`src/rtl/agc_error_tracker.sv`:
```
// Registered AGC error stage: saturated R-|z| error with deadband, 1-cycle latency,
// and a lock-detect FSM. Define AGC_ERR_SMOOTH_EN to add the error_avg smoothing output.
module agc_error_tracker #(
    parameter int DATA_W     = 16,
    parameter int FRAC_W     = 8,
    parameter int DEADBAND   = 16,
    parameter int LOCK_CNT   = 32,
    parameter int UNLOCK_CNT = 4
`ifdef AGC_ERR_SMOOTH_EN
    ,
    parameter int SMOOTH_SHIFT = 3
`endif
) (
    input  logic              clk,
    input  logic              rst,
    input  logic              in_valid,
    input  logic [DATA_W-1:0] target_R,
    input  logic [DATA_W-1:0] current_mag,
    output logic              out_valid,
    output logic [DATA_W-1:0] error,
    output logic              in_band,
    output logic              sat,
`ifdef AGC_ERR_SMOOTH_EN
    output logic [DATA_W-1:0] error_avg,
`endif
    output logic              locked
);

    localparam int CNT_MAX = (LOCK_CNT > UNLOCK_CNT) ? LOCK_CNT : UNLOCK_CNT;
    localparam int CNT_W   = $clog2(CNT_MAX) + 1;
    localparam logic [CNT_W-1:0]  LOCK_T   = CNT_W'(LOCK_CNT);
    localparam logic [CNT_W-1:0]  UNLOCK_T = CNT_W'(UNLOCK_CNT);
    localparam logic [DATA_W:0]   DB_T     = (DATA_W + 1)'(DEADBAND);

    if (FRAC_W < 0 || FRAC_W >= DATA_W || LOCK_CNT < 1 || UNLOCK_CNT < 1 || DEADBAND < 0)
    begin : g_param_check
        $error("agc_error_tracker: invalid parameter set");
    end

    typedef enum logic [1:0] {ACQUIRE, SETTLE, LOCKED} state_t;

    // A DATA_W+1 value fits DATA_W bits only when its top two bits agree.
    function automatic logic [DATA_W-1:0] clamp(input logic [DATA_W:0] v);
        if (v[DATA_W] != v[DATA_W-1])
            return {v[DATA_W], {(DATA_W-1){~v[DATA_W]}}};
        return v[DATA_W-1:0];
    endfunction

    logic [DATA_W:0]   diff;
    logic              sat_next;
    logic [DATA_W-1:0] e_sat;
    logic [DATA_W:0]   e_ext;
    logic [DATA_W:0]   e_mag;
    logic              in_band_next;
    logic [DATA_W-1:0] error_next;

    assign diff         = {target_R[DATA_W-1], target_R} - {current_mag[DATA_W-1], current_mag};
    assign sat_next     = diff[DATA_W] ^ diff[DATA_W-1];
    assign e_sat        = clamp(diff);
    assign e_ext        = {e_sat[DATA_W-1], e_sat};
    assign e_mag        = e_ext[DATA_W] ? -e_ext : e_ext;
    // A clamped sample never qualifies as in-band, however wide the deadband.
    assign in_band_next = !sat_next && (e_mag <= DB_T);
    assign error_next   = in_band_next ? '0 : e_sat;

    state_t           state_reg, state_next;
    logic [CNT_W-1:0] cnt_reg, cnt_next;
    logic [CNT_W-1:0] cnt_inc;

    assign cnt_inc = cnt_reg + CNT_W'(1);

    always_comb begin
        state_next = state_reg;
        cnt_next   = cnt_reg;
        case (state_reg)
            ACQUIRE: begin
                if (in_band_next) begin
                    if (LOCK_CNT == 1) begin
                        state_next = LOCKED;
                        cnt_next   = '0;
                    end else begin
                        state_next = SETTLE;
                        cnt_next   = CNT_W'(1);
                    end
                end else begin
                    cnt_next = '0;
                end
            end
            SETTLE: begin
                if (in_band_next) begin
                    if (cnt_inc == LOCK_T) begin
                        state_next = LOCKED;
                        cnt_next   = '0;
                    end else begin
                        cnt_next = cnt_inc;
                    end
                end else begin
                    state_next = ACQUIRE;
                    cnt_next   = '0;
                end
            end
            LOCKED: begin
                if (!in_band_next) begin
                    if (cnt_inc == UNLOCK_T) begin
                        state_next = ACQUIRE;
                        cnt_next   = '0;
                    end else begin
                        cnt_next = cnt_inc;
                    end
                end else begin
                    cnt_next = '0;
                end
            end
            default: begin
                state_next = ACQUIRE;
                cnt_next   = '0;
            end
        endcase
    end

    logic              out_valid_reg;
    logic [DATA_W-1:0] error_reg;
    logic              in_band_reg;
    logic              sat_reg;
    logic              locked_reg;

`ifdef AGC_ERR_SMOOTH_EN
    logic [DATA_W-1:0]        avg_reg;
    logic [DATA_W-1:0]        avg_next;
    logic signed [DATA_W:0]   avg_delta;
    logic signed [DATA_W:0]   avg_step;
    logic [DATA_W:0]          avg_sum;

    assign avg_delta = $signed({error_next[DATA_W-1], error_next}) - $signed({avg_reg[DATA_W-1], avg_reg});
    assign avg_step  = avg_delta >>> SMOOTH_SHIFT;
    assign avg_sum   = {avg_reg[DATA_W-1], avg_reg} + avg_step;
    assign avg_next  = clamp(avg_sum);
    assign error_avg = avg_reg;
`endif

    always_ff @(posedge clk or posedge rst) begin
        if (rst) begin
            out_valid_reg <= 1'b0;
            error_reg     <= '0;
            in_band_reg   <= 1'b0;
            sat_reg       <= 1'b0;
            locked_reg    <= 1'b0;
            state_reg     <= ACQUIRE;
            cnt_reg       <= '0;
`ifdef AGC_ERR_SMOOTH_EN
            avg_reg       <= '0;
`endif
        end else begin
            out_valid_reg <= in_valid;
            if (in_valid) begin
                error_reg   <= error_next;
                in_band_reg <= in_band_next;
                sat_reg     <= sat_next;
                state_reg   <= state_next;
                cnt_reg     <= cnt_next;
                locked_reg  <= (state_next == LOCKED);
`ifdef AGC_ERR_SMOOTH_EN
                avg_reg     <= avg_next;
`endif
            end
        end
    end

    assign out_valid = out_valid_reg;
    assign error     = error_reg;
    assign in_band   = in_band_reg;
    assign sat       = sat_reg;
    assign locked    = locked_reg;

endmodule
```
`config.mk`:
```
export PLATFORM = sky130hd
export DESIGN_NAME = agc_error_tracker
export DESIGN_NICKNAME = d
export VERILOG_FILES = /design/src/rtl/agc_error_tracker.sv
export SDC_FILE = /design/constraint.sdc
export NUM_CORES = 1
export LEC_CHECK = 0
export ABC_CLOCK_PERIOD_IN_PS = 1600
export CORE_MARGIN = 1
export CORE_UTILIZATION = 55
export CTS_CLUSTER_SIZE = 16
export DETAILED_ROUTE_END_ITERATION = 7
export PLACE_DENSITY = 0.9
export SLEW_MARGIN = 10
export SYNTH_ARGS = -nofsm -noshare
export SYNTH_HDL_FRONTEND = slang
export SYNTH_SLANG_ARGS = --single-unit
```
`constraint.sdc`:
```
create_clock -name clk -period 1.6 [get_ports clk]
set_input_delay 0.4 -clock clk [delete_from_list [all_inputs] [get_ports clk]]
set_output_delay 0.4 -clock clk [all_outputs]
set_load 0.05 [all_outputs]
```
==> metrics.md, run 1 <==
| Metric | Value |
|---|---|
| Status | did not finish |
| Failed at | 4_1_cts |
| Error msg | [ERROR DPL-0038] Utilization greater than 100%, impossible to legalize |
| Post-synthesis cell type count | 78 |
| Synth top area share | 21.4% |
| HPWL after detailed placement | 10800 um |
| Syn Area/Cell | 7.37 um2 |
| Number of gates resized after CTS | 138 |
| Mapped cell area | 3270 um2 |
| Setup Buffers After CTS | 29 |
| Commonest cells post-synth | inv_1 (43), nor2_1 (43), o21ai_0 (43), a21oi_1 (36), nand2_1 (30) |
| Post-synth EDFFs | 0 |
| Syn nets | 497 |
| Root buf cell | clkbuf_8 |
| Synth Area in XOR/XNOR | 2.95% |
| Sequential area share after synthesis | 21.4% |
| Clock sink count | 28 |
| Die Span Y | 79.1 um |
| Simple-gate portion of the synthesized area | 24.0% |
| Rows | 27 |
| Num CTS Buffers | 3 |
| Synth Area in Adders | 7.42% |
| Asr flop ratio synth | 100% |
| Ys Warns | 0 |
| IO Pins | 55 |
| Seq cells post-synth | 28 |
| Top post-synthesis cells by area | dfrtp_1 (21%), o21ai_0 (6.6%), ha_1 (6.5%) |
| Syn Inst Count | 444 |
| Placer congestion estimate | 1.07 |
| Largest family of logic cells by synthesized area | compound AO/OA/AOI/OAI gates |
| Dominant synthesized flop cell | dfrtp_1 |
| Initial core utilization | 58.3% |
| Mux contribution to synthesized area | 2.56% |
| I/O Buffers | 54 |
| Complex-gate fraction of the synthesized area | 33.0% |
| Cts hold-fix bufs | 0 |
| Die width | 79.1 um |
| Clock Path Buffers | 2 |
| CTS H-tree lvls | 1 |
| Cell taking the most area after synthesis | dfrtp_1 |
-- metrics by stage --
| step | TNS [ns] | setup slack (ns) | cell area, um2 | utilization, % | std cells |
|---|---|---|---|---|---|
| after floorplan | -58.68 | -2.32 | 3410 | - | 444 |
| after global placement | -78.25 | -3.04 | 5020 | 89.6 | 667 |
| after detailed placement | -87.08 | -3.42 | 5020 | 89.6 | 667 |
-- cell families after synthesis --
kind of cell	Yosys count
buffers and inverters	68
adders and majority gates	19
DFF	28
xor gates and xnor gates	11
and+or+nand+nor	152
AOI/OAI and AO/OA	158
muxes	8
==> inputs of run 2 (changes only) <==
--- a/config.mk
+++ b/config.mk
@@ -7,10 +7,9 @@
 export LEC_CHECK = 0
 export ABC_CLOCK_PERIOD_IN_PS = 1600
 export CORE_MARGIN = 1
-export CORE_UTILIZATION = 55
-export CTS_CLUSTER_SIZE = 16
+export CORE_UTILIZATION = 40
 export DETAILED_ROUTE_END_ITERATION = 7
-export PLACE_DENSITY = 0.9
+export PLACE_DENSITY_LB_ADDON = 0.15
 export SLEW_MARGIN = 10
 export SYNTH_ARGS = -nofsm -noshare
 export SYNTH_HDL_FRONTEND = slang
==> run 2 against run 1 <==
Compared with the run above:
- the flow now finishes, with violations (negative setup slack)
- synthesized cell count is the same
- area after synthesis unchanged
==> metrics.md, run 2 <==
| Metric | Value |
|---|---|
| Die ar. | 8540 um2 |
| Leading cell type in the layout, fill and taps excluded | buf_4 |
| Placer congestion estimate | 0.909 |
| N_diodes | 0 |
| Cell Area, Placed | 5140 um2 |
| Final Hold Vio Count | 0 |
| Fraction of layout cells with a size suffix above 1 | 46.8% |
| Pwr Density | 863 nW/um2 |
| Final worst-path setup slack | -2.50 ns |
| Syn Inst Count | 444 |
| Initial core utilization | 41.9% |
| WHS | 0.498 ns |
| Dominant synthesized flop cell | dfrtp_1 |
| Mapped cell area | 3270 um2 |
| Ys Warns | 0 |
| Die Span Y | 92.4 um |
| Worst-case clock skew | 0.00121 ns |
| Cell taking the most area after synthesis | dfrtp_1 |
| Post-Layout Inst Area | 5920 um2 |
| Synth top area share | 21.4% |
| Syn Area/Cell | 7.37 um2 |
| Slowest CP cell | or4_4 |
| Clk_lat worst skew | 0.27 ns |
| Clock Pin Slew Worst Setup and Hold Paths | 0.09 ns |
| Antenna violations before repair | 0 |
| Crit path max fanout | 7 |
| DR WL/cell | 16.4 um |
| CP startpoint kind | input pin |
| Root buf cell | clkbuf_8 |
| Failing checks | negative setup slack |
| DR iter-0 viols | 226 |
| Syn nets | 497 |
| # nets final | 703 |
| Total placed cells including tap cells | 708 |
| Max cap viols | 0 |
| Sequential area share after synthesis | 21.4% |
| HPWL after detailed placement | 8910 um |
| Period utilization | 257% |
| Max reg flops | 16 |
| Slew margin rel. | 69.1% |
| Slew Viols, Final | 0 |
| Num CTS Buffers | 3 |
| Clock Path Buffers | 2 |
| Crit Path Class | input pin to register |
| I/O Buffers | 54 |
| Core Box Area | 7810 um2 |
| Status | complete, but fails checks |
| Vias | 4187 |
| Rows | 32 |
| Asr flop ratio synth | 100% |
| Synthesis-to-layout area growth | 81.1% |
| Commonest cells post-synth | inv_1 (43), nor2_1 (43), o21ai_0 (43), a21oi_1 (36), nand2_1 (30) |
| Post-synth EDFFs | 0 |
| Seq cells post-synth | 28 |
| GRT Residual Overflow | 0 |
| Arrival time worst endpoint | 4.26 ns |
| Final setup fails | 27 |
| Worst Tran Pin Value | 0.463 ns |
| Final ANT Viol Nets | 0 |
| Drt first pass iters | 5 |
| Critical Path RT | 1.75 ns |
| Most frequent cells in the layout | buf_4 (161), nor2_1 (40), o21ai_0 (34) |
| Pre-CTS setup slack | -3.18 ns |
| Top post-synthesis cells by area | dfrtp_1 (21%), o21ai_0 (6.6%), ha_1 (6.5%) |
| CTS tree | yes |
| DRC Markers | 0 |
| GRT Total Usage | 29.3% |
| Post-synthesis cell type count | 78 |
| Clock sink count | 28 |
| First-pass GRT wire length | 20300 um |
| Unrepaired setup endpoints after global routing | true |
| Maximum vdd drop | 0.347 mV |
| Detailed-route wire length | 12300 um |
| IO Pins | 55 |
| Die width | 92.4 um |
| Leak Pwr | 2.67 nW |
| Fin crit period | 4.10 ns |
| Crit path cell chain | buf_8 > inv_12 > ha_4 > inv_2 > fa_2 > a211oi_4 > buf_4 > o21ai_4 > buf_12 > a211oi_4 > xnor2_4 > o21ai_2 > a32oi_2 > or4_4 > a221oi_2 > o32ai_2 > nand4b_4 > and2b_2 > o21ai_1 > o21ai_1 |
| Non-filler cells, final | 750 |
| Hold crit path type | input pin to async pin |
| Critical Path End Type | register |
| CTS H-tree lvls | 1 |
| Slowest cell delay on critical path | 0.56 ns |
| FMAX | 0.244 GHz |
| Vias/cell | 5.58 |
| Vias in the first global route | 4184 |
| Largest net degree at the start of global routing | 29 |
[run 2: cell counts after synthesis]
Identical to the previous run, type by type.
[run 2: metal layers]
| metal | share of wire (%) | wire (um) | vias to the layer above | track usage [%] |
|---|---|---|---|---|
| li1 | - | - | 2043 | - |
| met1 | 44 | 5400 | 2014 | 36.9 |
| met3 | 3.1 | 377 | 22 | 2.22 |
| met2 | 51 | 6230 | 108 | 53.3 |
| met5 | 0 | 0 | - | 0 |
| met4 | 2.4 | 300 | 0 | 8.07 |
[run 2: logic make-up after synthesis]
logic type | share of synthesized area [%]
AO/OA/AOI/OAI | 33.0
AND/OR/NAND/NOR | 24.0
buffers and inverters | 8.65
flip-flops | 21.4
adder cells (fa/ha/maj) | 7.42
XOR/XNOR | 2.95
multiplexers | 2.56
[run 2: through the flow]
stage               power [W]  setup TNS, ns  util [%]
floorplan             0.00270         -58.68         -
global placement      0.00416         -80.55      65.9
detailed placement    0.00421         -82.35      65.9
CTS                   0.00495         -61.92      74.5
global route          0.00542         -66.95      75.9
finish                0.00511         -62.50      75.9
[run 2: layout make-up]
type	instances	area [um2]
Multi-Input combinational cell	348	2810
Timing Repair Buffer	226	2070
Tap cell	102	128
Fill cell	572	1880
Inverter	43	176
Sequential cell	28	701
Clock buffer	3	41.3
[run 2: timing repair]
item | 4_1_cts | 5_1_grt
gates cloned | 1 | 0
pin swaps | 51 | 8
gates resized for setup | 123 | 17
hold endpoints to repair | 0 | 0
endpoints found under the setup margin | 27 | 27
buffers inserted | 34 | 5
hold buffers | 0 | 0
[run 2: path summary, 6_finish.rpt]
| path | start | to | slack [ns] | cells past startpoint |
|---|---|---|---|---|
| min reg2reg | error[15] | error[15] | 0.56 | 2 |
| min in group clk | error[15] | error[15] | 0.56 | 2 |
| max reg2reg | cnt_reg[4] | cnt_reg[0] | -0.08 | 7 |
| min | rst | error[0] | 0.50 | 3 |
| max | target_R[0] | cnt_reg[5] | -2.50 | 20 |
| max in group asynchronous | rst | error[12] | 0.84 | 3 |
[run 2: where the power goes]
part | leakage [nW] | switching, W | internal, W | total [W]
Clock | 0.0216 | 0.000201 | 0.000169 | 0.000370
Sequential | 0.336 | 0.000204 | 0.000873 | 0.00108
Combinational | 2.31 | 0.00182 | 0.00185 | 0.00367
Total | 2.67 | 0.00223 | 0.00289 | 0.00511
[run 2: critical path, delay by kind of cell]
family	cells	cell delay (ns)
AOI/OAI and AO/OA	9	1.59
and+or+nand+nor	3	1.11
adders and majority gates	2	0.49
buffers and inverters	5	0.48
xor gates and xnor gates	1	0.15
Note: power is estimated with default switching activity, not from simulation.
